<file path="src/rtl/freq_div_10000.sv">
// freq_div_10000: divides clk by an even DIVIDE into a 50% duty, register-driven output clock
module freq_div_10000 #(
    parameter int DIVIDE = 10000,
    parameter int HALF   = DIVIDE / 2
) (
    input  logic clk,
    input  logic reset,
    output logic clk_div_10000
);
    localparam int W = HALF > 1 ? $clog2(HALF) : 1;
    localparam logic [W-1:0] LAST = W'(HALF - 1);
    logic [W-1:0] count;
    logic         wrap;
    // >= rather than == so any out-of-range value recovers on the next edge
    always_comb wrap = count >= LAST;
    always_ff @(posedge clk or negedge reset)
        if (!reset) begin
            count         <= '0;
            clk_div_10000 <= 1'b0;
        end else begin
            count         <= wrap ? '0 : count + 1'b1;
            clk_div_10000 <= wrap ? ~clk_div_10000 : clk_div_10000;
        end
endmodule

</file>
<file path="config.mk">
export PLATFORM = sky130hd
export DESIGN_NAME = freq_div_10000
export DESIGN_NICKNAME = d
export VERILOG_FILES = /design/src/rtl/freq_div_10000.sv
export SDC_FILE = /design/constraint.sdc
export NUM_CORES = 1
export LEC_CHECK = 0
export BUFFER_PORTS_ARGS = -buffer_cell sky130_fd_sc_hd__buf_4
export CORE_MARGIN = 2
export CORE_UTILIZATION = 30
export DETAILED_ROUTE_END_ITERATION = 8
export HOLD_SLACK_MARGIN = 0.05
export PLACE_DENSITY = 0.43
export SYNTH_ARGS = -nofsm -noshare
export SYNTH_HDL_FRONTEND = slang
export SYNTH_SLANG_ARGS = --single-unit
</file>
<file path="constraint.sdc">
create_clock -name clk -period 2 [get_ports clk]
set_clock_uncertainty 0.05 [all_clocks]
set_input_delay 0.1 -clock clk [delete_from_list [all_inputs] [get_ports clk]]
set_output_delay 0.1 -clock clk [all_outputs]
set_load 0.1 [all_outputs]
</file>
### Word level (Yosys, flattened, before mapping)

Cells that the tools add are included.

* bits in registers: 14
* bits in latches: 0
* bits in writable memories: 0
* memory bits (read-only): 0
* memories: 0

* add/subtract/negate cells: 1
* $mul: 0
* divide/modulo/power cells: 0
* magnitude comparators: 1
* eq/ne operators: 0
* shift operators: 0
* multiplexer cells: 1
* bitwise logic cells: 1
* reductions and logical operators: 0

Operators with widths (count)
* $add 13x1->13 const B: 1
* $ge 13x13->1 const B: 1
* $mux 13: 1
* $not 1->1: 1

### Logic depth before layout (Yosys ltp)

Gate-level depths: netlist of run 1.

* depth in word-level cells: 2
* gate-level depth with buffers: 6
* gate-level depth less buffers: 5

### Worst setup path after synthesis of run 1

No wires, ideal clock.

* path kind: flip-flop to flip-flop
* from: register count[6]
* to: register clk_div_10000
* arrival: 1.499 ns
* data required time: 1.789 ns
* slack: 0.289 ns
* cell stages (with the launch flop): 5
* path buffers: 0
* cell sequence: dfrtp_1 or4_4 a2111oi_4 a211oi_2 xor2_1

* word-level cells in the longest chain between the ends: 1

Ends and longest elaborated chain
* start: declaration: line 12 `logic [W-1:0] count;`
* start signal: assignment: line 21 `count <= wrap ? '0 : count + 1'b1;`
* $ge 13x13->1: line 15 `always_comb wrap = count >= LAST;`
* end signal: assignment: line 22 `clk_div_10000 <= wrap ? ~clk_div_10000 : clk_div_10000;`
* end: declaration: line 8 `output logic clk_div_10000`

No other way between the ends.
A chain may end at the register's enable or synchronous reset.

### Final worst setup path of run 1

Ends and elaborated chain as after synthesis.

==> key figures, run 1 <==
Outcome
  • Status: finished, final reports clean

Routing
  • Antenna viol nets, final: 0
  • First drt pass iteration count: 4
  • Detailed-route via count: 478
  • DRC Markers: 0
  • Routed wire length: 1.283 mm
  • Initial DRC count: 16
  • Routed length per instance: 11.99 µm
  • Routed vias/inst: 4.467

Floorplan
  • Initial Util: 31.62%
  • # rows: 17
  • IO Pins: 3
  • Die area: 2734 µm²
  • Core area: 2212 µm²
  • Die H: 52.29 µm
  • Die width: 52.29 µm

Finish
  • Design area: 837.1 µm²
  • Area Growth Syn to Fin: 19.68%
  • Antenna Cells: 0
  • Post-Layout Cell Count: 107
  • Layout cell share with drive strength beyond 1: 25.32%
  • Nets: 83

Pwr
  • VDD IR max: 0.2706 mV
  • PwrDens: 592.8 nW/µm²
  • Leakage power total: 0.3365 nW

Clocking
  • Worst-skew pair later-pin latency: 0.28 ns
  • Sink Count: 14
  • Clk pin slew, worst setup/hold paths: 0.09 ns
  • CTS tree: built
  • CTS H-tree depth: 1
  • CTS Buffer Depth: 2
  • Clk root buf: clkbuf_4
  • Total CTS buffers: 3
  • Post-CTS Setup Inserts: 0

Setup path
  • CP Max Fanout: 12
  • Worst EP required: 2.09 ns
  • Reg2Reg Depth: 4
  • Startpoint Class: flip-flop
  • FF-to-FF Start: count[6]
  • Worst R2R Setup Slack: 0.12 ns
  • CP arrival: 1.97 ns
  • Crit path max-delay family: simple AND/OR/NAND/NOR gates
  • FF-to-FF End: clk_div_10000
  • Crit end category: flip-flop
  • Slowest CP cell: or4_4
  • Crit path buf inv count: 0
  • CP max stage delay: 0.57 ns
  • Setup CP Type: reg2reg
  • Crit-path cells: or4_4 > a2111oi_4 > a211oi_4 > xor2_1

Timing
  • Pin slew with the least headroom to its limit: 0.5747 ns
  • Fin. Hold Viols: 0
  • Setup TNS: 0 ns
  • Achievable Freq: 532.1 MHz
  • Final setup margin: 0.1206 ns
  • RSZ-0062 raised after global routing: false
  • Setup violations, final: 0
  • Slew Limit Fails: 0
  • Period minus WS final: 1.879 ns
  • Max-slew headroom: 61.57%
  • Period utilization: 93.97%

Synth
  • Mapped cell area: 699.4 µm²
  • Area contributors post-synth: dfrtp_1 50%, xnor2_1 10%, nor2_1 6.4%
  • Syn_area_per_cell: 10.44 µm²
  • Post-Synthesis Cells: 67
  • Synth Register Bits: 14
  • Synth area leader: dfrtp_1
  • YS warnings: 0
  • Seq/Total Area, Yosys: 50.09%
  • Synth top area share: 50.09%
  • Yosys cell types: 19
  • Synthesized Nets: 70

Worst hold path
  • Hold/Removal Path Class: in2async

Global route
  • Vias in the first global route: 507
  • Gr ovfl total: 0
  • Overall routing resource usage: 12.37%
  • Initial antenna violation count: 0
  • First-pass GRT wire length: 2.359 mm
  • Largest net degree at the start of global routing: 15

Run
  • Max-cap check violation count: 0

Placed design
  • Post-DP Area: 783.3 µm²
  • DP HPWL: 945.1 µm
  • Final GP Congestion: 0.6849
  • Placed Cells: 102
  • Pre-CTS setup slack: 0.07571 ns
  • Port-buffer cells: 2
-- per-layer routing --
layer  part of all wire, %  wire length (µm)  GRT usage [%]  vias up
met3                   3.4                44          5.143        4
met1                    55               703          17.71      219
met5                     0                 0              0        -
li1                      -                 -              -      249
met4                   1.6                21          5.128        0
met2                    40               514          16.04        6
-- logic make-up after synthesis --
kind of cell / synth area share, %
adders and majority gates: 1.789
AOI/OAI and AO/OA: 9.123
DFF: 50.09
and+or+nand+nor: 22.54
buffers and inverters: 2.684
xor gates and xnor gates: 13.78
-- cells in the mapped netlist (all sizes together) --
master,n
a2111oi,1
a211oi,1
a21o,1
a21oi,1
and2b,1
buf,1
dfrtp,14
ha,1
inv,2
nand2,3
nand3,5
nand4,2
nor2,15
nor3,5
o21ai,2
or4,1
xnor2,8
xor2,3
-- worst max-delay path by stage --
stage | startpoint | end | slack [ns] | cells past startpoint
2_1_floorplan | count[6] | clk_div_10000 | 0.29 | 4
5_1_grt | count[6] | clk_div_10000 | 0.02 | 4
6_report | count[6] | clk_div_10000 | 0.12 | 4
4_1_cts | count[1] | count[1] | 0.06 | 5
3_3_place_gp | count[6] | clk_div_10000 | 0.1 | 4
3_5_place_dp | count[1] | count[1] | 0.08 | 5
-- sequential cells by signal, indices dropped and copies added (netlist names) --
signal,count
clk_div_10000,1
count,13
-- metrics by stage --
step / util, % / total power, mW / hold slack, ns
3_5_place_dp: 35.41 / 0.2959 / -0.08572
5_1_grt: 37.84 / 0.5240 / 0.1516
6_report: 37.84 / 0.4962 / 0.1467
4_1_cts: 37.50 / 0.5071 / 0.1454
2_1_floorplan: - / 0.2885 / -0.2456
3_3_place_gp: 35.41 / 0.2958 / -0.08699
-- layout make-up --
class                      instances  area (µm²)
sequential                        14       350.3
multi-input combinational         50       337.8
clock buffer                       4       36.28
fill                             238        1375
tap                               28       35.03
timing repair buffer               9       70.07
inverter                           2       7.507
-- where the power goes --
group | total [mW] | switching (mW) | internal [mW]
clock network | 0.205 | 0.0943 | 0.111
registers | 0.283 | 0 | 0.283
logic | 0.00842 | 0.00581 | 0.00261
-- repair_timing --
action,in CTS,in global routing
endpoints found under the setup margin,0,1
resized for setup,0,1
hold endpoints to repair,14,0
hold buffers,1,0
-- placed cells by master (no fill, tap or decap), types with 3 or more instances in the layout --
cell,count
buf_4,8
nor2_1,12
nand2_1,3
dfrtp_1,14
nor3_1,5
nand3_1,5
xor2_1,3
nor2_2,3
xnor2_1,8
clkbuf_4,3
No activity file was read; power rests on OpenSTA's default activity.
==> run 2, diff against run 1 <==
--- a/config.mk
+++ b/config.mk
@@ -7,10 +7,11 @@
 export LEC_CHECK = 0
 export BUFFER_PORTS_ARGS = -buffer_cell sky130_fd_sc_hd__buf_4
 export CORE_MARGIN = 2
-export CORE_UTILIZATION = 30
+export CORE_UTILIZATION = 40
 export DETAILED_ROUTE_END_ITERATION = 8
+export GPL_TIMING_DRIVEN = 0
 export HOLD_SLACK_MARGIN = 0.05
-export PLACE_DENSITY = 0.43
+export PLACE_DENSITY = 0.54
 export SYNTH_ARGS = -nofsm -noshare
 export SYNTH_HDL_FRONTEND = slang
 export SYNTH_SLANG_ARGS = --single-unit
==> run 2 against run 1 <==
Effect of this change: critical path depth up 1; hold slack better by 0.0013 ns; maximum frequency up 3.8%; via count down 2.7%; flip-flop and latch count unchanged; clock-buffer cell count unchanged; critical endpoint is now count[8]; largest power group unchanged; combinational power down 5.0%; utilization up 8.5 points; setup slack better by 0.068 ns.
==> key figures, run 2 (synthesized netlist as in run 1, its figures left out) <==
Clocking
  • Clk pin slew, worst setup/hold paths: 0.09 ns (about the same)
  • CTS Buffer Depth: 2 (unchanged)
  • Sink Count: 14 (unchanged)
  • Post-cts sizing count: 0 (unchanged)
  • Total CTS buffers: 3 (unchanged)
  • Clk root buf: clkbuf_4 (unchanged)
  • Post-CTS Setup Inserts: 0 (unchanged)
  • Worst-skew pair later-pin latency: 0.28 ns (about the same)
  • CTS H-tree depth: 1 (unchanged)
  • CTS tree: built (unchanged)
  • # hold bufs at CTS: 1 (unchanged)

Routing
  • Routed length per instance: 12.07 µm (was 11.99 µm)
  • Detailed-route via count: 465 (was 478)
  • First drt pass iteration count: 4 (unchanged)
  • Routed wire length: 1.098 mm (was 1.283 mm)
  • Routed vias/inst: 5.110 (was 4.467)
  • Initial DRC count: 11 (was 16)
  • Antenna viol nets, final: 0 (unchanged)
  • DRC Markers: 0 (unchanged)

Setup path
  • FF-to-FF End: count[8] (was clk_div_10000)
  • Crit end category: flip-flop (unchanged)
  • Startpoint Class: flip-flop (unchanged)
  • Reg2Reg Depth: 5 (was 4)
  • Crit path buf inv count: 1 (was 0)
  • Worst R2R Setup Slack: 0.19 ns (was 0.12 ns)
  • CP max stage delay: 0.55 ns (was 0.57 ns)
  • Setup CP Type: reg2reg (unchanged)
  • Crit path max-delay family: simple AND/OR/NAND/NOR gates (unchanged)
  • Worst EP required: 2.16 ns (was 2.09 ns)
  • Crit-path cells: or4_4 > a2111oi_4 > a211oi_2 > buf_6 > nor2_1 (was or4_4 > a2111oi_4 > a211oi_4 > xor2_1)
  • CP arrival: 1.97 ns (about the same)
  • FF-to-FF Start: count[5] (was count[6])
  • Slowest CP cell: or4_4 (unchanged)
  • CP Max Fanout: 10 (was 12)

Placed design
  • Port-buffer cells: 2 (unchanged)
  • Post-DP Area: 735.7 µm² (was 783.3 µm²)
  • DP HPWL: 790.2 µm (was 945.1 µm)
  • Final GP Congestion: 0.8149 (was 0.6849)
  • Placed Cells: 86 (was 102)

Pwr
  • VDD IR max: 0.3266 mV (was 0.2706 mV)
  • Gate power share: 1.6% (was 1.7%)
  • Leakage power total: 0.3125 nW (was 0.3365 nW)
  • Sw frac: 19.81% (was 20.17%)
  • Net Switching: 0.09786 mW (was 0.1001 mW)
  • Internal power consumption: 0.3960 mW (was 0.3962 mW)
  • Clk network pwr share: 41.1% (was 41.3%)
  • PwrDens: 631.6 nW/µm² (was 592.8 nW/µm²)
  • Flop pwr share: 57.3% (was 57.0%)

Global route
  • Gr ovfl total: 0 (unchanged)
  • Vias in the first global route: 431 (was 507)
  • Overall routing resource usage: 13.56% (was 12.37%)
  • Initial antenna violation count: 0 (unchanged)
  • Largest net degree at the start of global routing: 15 (unchanged)
  • First-pass GRT wire length: 1.925 mm (was 2.359 mm)

Timing
  • Achievable Freq: 552.1 MHz (was 532.1 MHz)
  • Max-slew headroom: 80.04% (was 61.57%)
  • Fin. Hold Viols: 0 (unchanged)
  • Setup TNS: 0 ns (unchanged)
  • Period utilization: 90.56% (was 93.97%)
  • Setup violations, final: 0 (unchanged)
  • Slew Limit Fails: 0 (unchanged)
  • Period minus WS final: 1.811 ns (was 1.879 ns)
  • RSZ-0062 raised after global routing: false (unchanged)
  • Pin slew with the least headroom to its limit: 0.2988 ns (was 0.5747 ns)

Finish
  • Reg area: 350.3 µm² (unchanged)
  • Commonest non-fill, non-tap cell in the layout: dfrtp_1 (unchanged)
  • Nets: 78 (was 83)
  • Leading registers by flop count: count: 13 flops, clk_div_10000: 1 flops (unchanged)
  • Layout cell share with drive strength beyond 1: 20.27% (was 25.32%)
  • Post-Layout Cell Count: 91 (was 107)
  • Top reg by flops: count (unchanged)
  • Fill cell count: 162 (was 238)
  • Design area: 782.0 µm² (was 837.1 µm²)
  • Area Growth Syn to Fin: 11.81% (was 19.68%)
  • Antenna Cells: 0 (unchanged)
  • Multi-input logic area: 330.3 µm² (was 337.8 µm²)
  • Max reg flops: 13 (unchanged)
  • Most frequent cells in the layout: 14 x dfrtp_1, 12 x nor2_1, 8 x xnor2_1 (was 14 x dfrtp_1, 12 x nor2_1, 8 x xnor2_1, 8 x buf_4)

Floorplan
  • IO Pins: 3 (unchanged)
  • Core area: 1689 µm² (was 2212 µm²)
  • # rows: 15 (was 17)
  • Initial Util: 41.41% (was 31.62%)
  • Die width: 45.82 µm (was 52.29 µm)
  • Die H: 45.82 µm (was 52.29 µm)
  • Die area: 2099 µm² (was 2734 µm²)

Outcome
  • Status: finished, final reports clean (unchanged)

Worst hold path
  • Hold/Removal Path Class: in2async (unchanged)

Run
  • Max-cap check violation count: 0 (unchanged)
## run 2: stage by stage
step	hold slack [ns]	setup WS (ns)	utilization [%]	power, mW
global placement	-0.09168	0.2109	43.56	0.2955
floorplan	-0.2456	0.2895	-	0.2885
finish	0.1480	0.1888	46.30	0.4939
global route	0.1623	0.09275	46.30	0.5211
detailed placement	-0.09097	0.2010	43.56	0.2955
CTS	0.1427	0.1794	46.30	0.5020
## run 2: final cells by class
type / instances / area share [%]
buffer: 1 / 1.440
clock buffer: 4 / 4.640
inverter: 2 / 0.9600
multi-input combinational: 50 / 42.24
sequential: 14 / 44.80
tap: 17 / 2.720
timing repair buffer: 3 / 3.200
## run 2: worst max path at each step
stage                     startpoint       endpoint  slack (ns)  cells after the start
after floorplan             count[6]  clk_div_10000        0.29                      4
after global placement      count[6]       count[7]        0.21                      5
after detailed placement    count[6]       count[8]        0.20                      5
after CTS                   count[5]       count[8]        0.18                      5
after global routing        count[5]       count[4]        0.09                      5
final                       count[5]       count[8]        0.19                      5
## run 2: per-layer routing
metal / global-route usage, % / up-vias / wire length [µm]
li1: - / 238 / -
met1: 18.92 / 219 / 588
met2: 18.31 / 4 / 464
met3: 3.571 / 4 / 21
met4: 8.571 / 0 / 23
met5: 0 / - / 0
## run 2: power groups by stage
stage | combinational (mW) | clock [mW] | sequential (mW)
after floorplan | 0.0000000959 | 0 | 0.289
after global placement | 0.00705 | 0 | 0.288
after detailed placement | 0.00711 | 0 | 0.288
after CTS | 0.00863 | 0.211 | 0.283
after global routing | 0.00965 | 0.229 | 0.283
final | 0.00800 | 0.203 | 0.283
==> run 3, diff against run 2 <==
--- a/config.mk
+++ b/config.mk
@@ -5,7 +5,7 @@
 export SDC_FILE = /design/constraint.sdc
 export NUM_CORES = 1
 export LEC_CHECK = 0
-export BUFFER_PORTS_ARGS = -buffer_cell sky130_fd_sc_hd__buf_4
+export BUFFER_PORTS_ARGS = -buffer_cell sky130_fd_sc_hd__buf_2
 export CORE_MARGIN = 2
 export CORE_UTILIZATION = 40
 export DETAILED_ROUTE_END_ITERATION = 8
==> run 3 against run 2 <==
Effect of this change: sequential power hardly changed; combinational power shrank 8.7%; total power is 1.5% lower; setup slack worse by 0.0034 ns; hold slack better by 0.043 ns; via count is 2.2% lower; clock-buffer cell count unchanged; utilization is 0.30 points lower; critical endpoint unchanged; largest cell class unchanged; highest routed layer unchanged.
==> key figures, run 3 (synthesized netlist as in run 1, its figures left out) <==
Clocking
  • CTS Buffer Depth: 2 (unchanged)
  • Clk root buf: clkbuf_4 (unchanged)
  • CTS tree: built (unchanged)
  • Post-CTS Setup Inserts: 0 (unchanged)
  • Sink Count: 14 (unchanged)
  • Total CTS buffers: 3 (unchanged)
  • CTS H-tree depth: 1 (unchanged)
  • Worst-skew pair later-pin latency: 0.27 ns (was 0.28 ns)
  • Clk pin slew, worst setup/hold paths: 0.08 ns (was 0.09 ns)

Routing
  • Routed vias/inst: 5.000 (was 5.110)
  • Met3 WL: 21 µm (unchanged)
  • Top Layer Used: met4 (unchanged)
  • Detailed-route via count: 455 (was 465)
  • DRC Markers: 0 (unchanged)
  • Routed length per instance: 12.48 µm (was 12.07 µm)
  • Met2 WL: 520 µm (was 464 µm)
  • Met1 Wirelength: 580 µm (was 588 µm)
  • Antenna viol nets, final: 0 (unchanged)
  • Routed wire length: 1.136 mm (was 1.098 mm)
  • First drt pass iteration count: 3 (was 4)
  • Initial DRC count: 9 (was 11)

Pwr
  • Internal power consumption: 0.3953 mW (was 0.3960 mW)
  • Clk network pwr share: 40.4% (was 41.1%)
  • Flop pwr share: 58.1% (was 57.3%)
  • Leakage power total: 0.3118 nW (was 0.3125 nW)
  • Net Switching: 0.09129 mW (was 0.09786 mW)
  • Gate power share: 1.5% (was 1.6%)
  • PwrDens: 626.2 nW/µm² (was 631.6 nW/µm²)
  • Sw frac: 18.76% (was 19.81%)
  • VDD IR max: 0.3215 mV (was 0.3266 mV)

Finish
  • Reg area: 350.3 µm² (unchanged)
  • Post-Layout Cell Count: 91 (unchanged)
  • Layout cell share with drive strength beyond 1: 20.27% (unchanged)
  • Leading registers by flop count: count: 13 flops, clk_div_10000: 1 flops (unchanged)
  • Design area: 777.0 µm² (was 782.0 µm²)
  • Multi-input logic area: 330.3 µm² (unchanged)
  • Antenna Cells: 0 (unchanged)
  • Area Growth Syn to Fin: 11.09% (was 11.81%)
  • Fill cell count: 172 (was 162)
  • Top reg by flops: count (unchanged)
  • Most frequent cells in the layout: 14 x dfrtp_1, 12 x nor2_1, 8 x xnor2_1 (unchanged)
  • Commonest non-fill, non-tap cell in the layout: dfrtp_1 (unchanged)
  • Nets: 78 (unchanged)
  • Max reg flops: 13 (unchanged)

Global route
  • Gr ovfl total: 0 (unchanged)
  • Vias in the first global route: 448 (was 431)
  • Initial antenna violation count: 0 (unchanged)
  • Largest net degree at the start of global routing: 15 (unchanged)
  • First-pass GRT wire length: 2.021 mm (was 1.925 mm)
  • Overall routing resource usage: 14.31% (was 13.56%)

Setup path
  • Worst R2R Setup Slack: 0.19 ns (about the same)
  • Reg2Reg Depth: 5 (unchanged)
  • Setup CP Type: reg2reg (unchanged)
  • Crit path max-delay family: simple AND/OR/NAND/NOR gates (unchanged)
  • Crit-path cells: or4_4 > a2111oi_4 > a211oi_2 > buf_6 > nor2_1 (unchanged)
  • CP Max Fanout: 10 (unchanged)
  • FF-to-FF Start: count[6] (was count[5])
  • CP max stage delay: 0.57 ns (was 0.55 ns)
  • Crit path buf inv count: 1 (unchanged)
  • FF-to-FF End: count[8] (unchanged)
  • Slowest CP cell: or4_4 (unchanged)
  • Crit end category: flip-flop (unchanged)
  • Worst EP required: 2.16 ns (about the same)
  • Startpoint Class: flip-flop (unchanged)
  • CP arrival: 1.97 ns (about the same)

Timing
  • Fin. Hold Viols: 0 (unchanged)
  • Slew Limit Fails: 0 (unchanged)
  • Achievable Freq: 551.1 MHz (was 552.1 MHz)
  • Period minus WS final: 1.815 ns (was 1.811 ns)
  • RSZ-0062 raised after global routing: false (unchanged)
  • Setup TNS: 0 ns (unchanged)
  • Setup violations, final: 0 (unchanged)
  • Max-slew headroom: 68.00% (was 80.04%)
  • Period utilization: 90.73% (was 90.56%)
  • Pin slew with the least headroom to its limit: 0.4834 ns (was 0.2988 ns)
  • Hold WS: 0.1912 ns (was 0.1480 ns)

Placed design
  • Placed Cells: 86 (unchanged)
  • Post-DP Area: 730.7 µm² (was 735.7 µm²)
  • Port-buffer cells: 2 (unchanged)
  • DP HPWL: 798.1 µm (was 790.2 µm)
  • Final GP Congestion: 0.7998 (was 0.8149)

Outcome
  • Status: finished, final reports clean (unchanged)

Floorplan
  • Die width: 45.82 µm (unchanged)
  • Core area: 1689 µm² (unchanged)
  • IO Pins: 3 (unchanged)
  • # rows: 15 (unchanged)
  • Die H: 45.82 µm (unchanged)
  • Initial Util: 41.41% (unchanged)
  • Die area: 2099 µm² (unchanged)

Worst hold path
  • Hold/Removal Path Class: in2async (unchanged)

Run
  • Max-cap check violation count: 0 (unchanged)
run 3: changes by cell type in the layout (fill, tap and decap cells not counted):
cell   before  now
buf_4       2    0
buf_2       0    2
run 3: routing by layer:
layer / global-route usage, % / up-vias
met1: 19.70 / 212
met4: 8.571 / 0
li1: - / 239
met3: 3.571 / 2
met2: 20.00 / 2
met5: 0 / -
run 3: cell type report:
cell class                 instances  share of cell area, %
buffer                             1                  1.449
inverter                           2                 0.9662
multi-input combinational         50                  42.51
clock buffer                       4                  4.670
tap                               17                  2.738
timing repair buffer               3                  2.576
sequential                        14                  45.09
run 3: power by group through the flow:
stage                     Clock, mW  Combinational [mW]  Sequential, mW
after global routing          0.229             0.00888           0.283
after floorplan                   0        0.0000000959           0.289
after detailed placement          0             0.00646           0.288
final                         0.197             0.00730           0.283
after global placement            0             0.00640           0.288
after CTS                     0.210             0.00795           0.283
run 3: how the worst max path moves through the flow:
stage	end	cells after the start	from
after floorplan	clk_div_10000	4	count[6]
after global placement	count[7]	5	count[6]
after detailed placement	count[8]	5	count[6]
after CTS	count[8]	5	count[6]
after global routing	count[6]	5	count[5]
final	count[8]	5	count[6]
run 3: repair_timing:
action / in CTS / in global routing
resized for setup: 0 / 0
hold buffers: 1 / 0
setup endpoints to repair: 0 / 0
hold endpoints to repair: 14 / 0
run 3: worst register-to-register path, stage by stage, from the launching register on:
cell and delay, ns:
dfrtp_1 0.42, or4_4 0.57, a2111oi_4 0.34, a211oi_2 0.11, buf_6 0.16, nor2_1 0.11
run 3: per-stage QoR:
| stage | total power [mW] | setup WS (ns) | utilization [%] |
|---|---|---|---|
| 2_1_floorplan | 0.2885 | 0.2895 | - |
| 3_3_place_gp | 0.2948 | 0.2122 | 43.26 |
| 3_5_place_dp | 0.2949 | 0.1915 | 43.26 |
| 4_1_cts | 0.5003 | 0.1724 | 46.00 |
| 5_1_grt | 0.5213 | 0.08863 | 46.00 |
| 6_report | 0.4865 | 0.1853 | 46.00 |
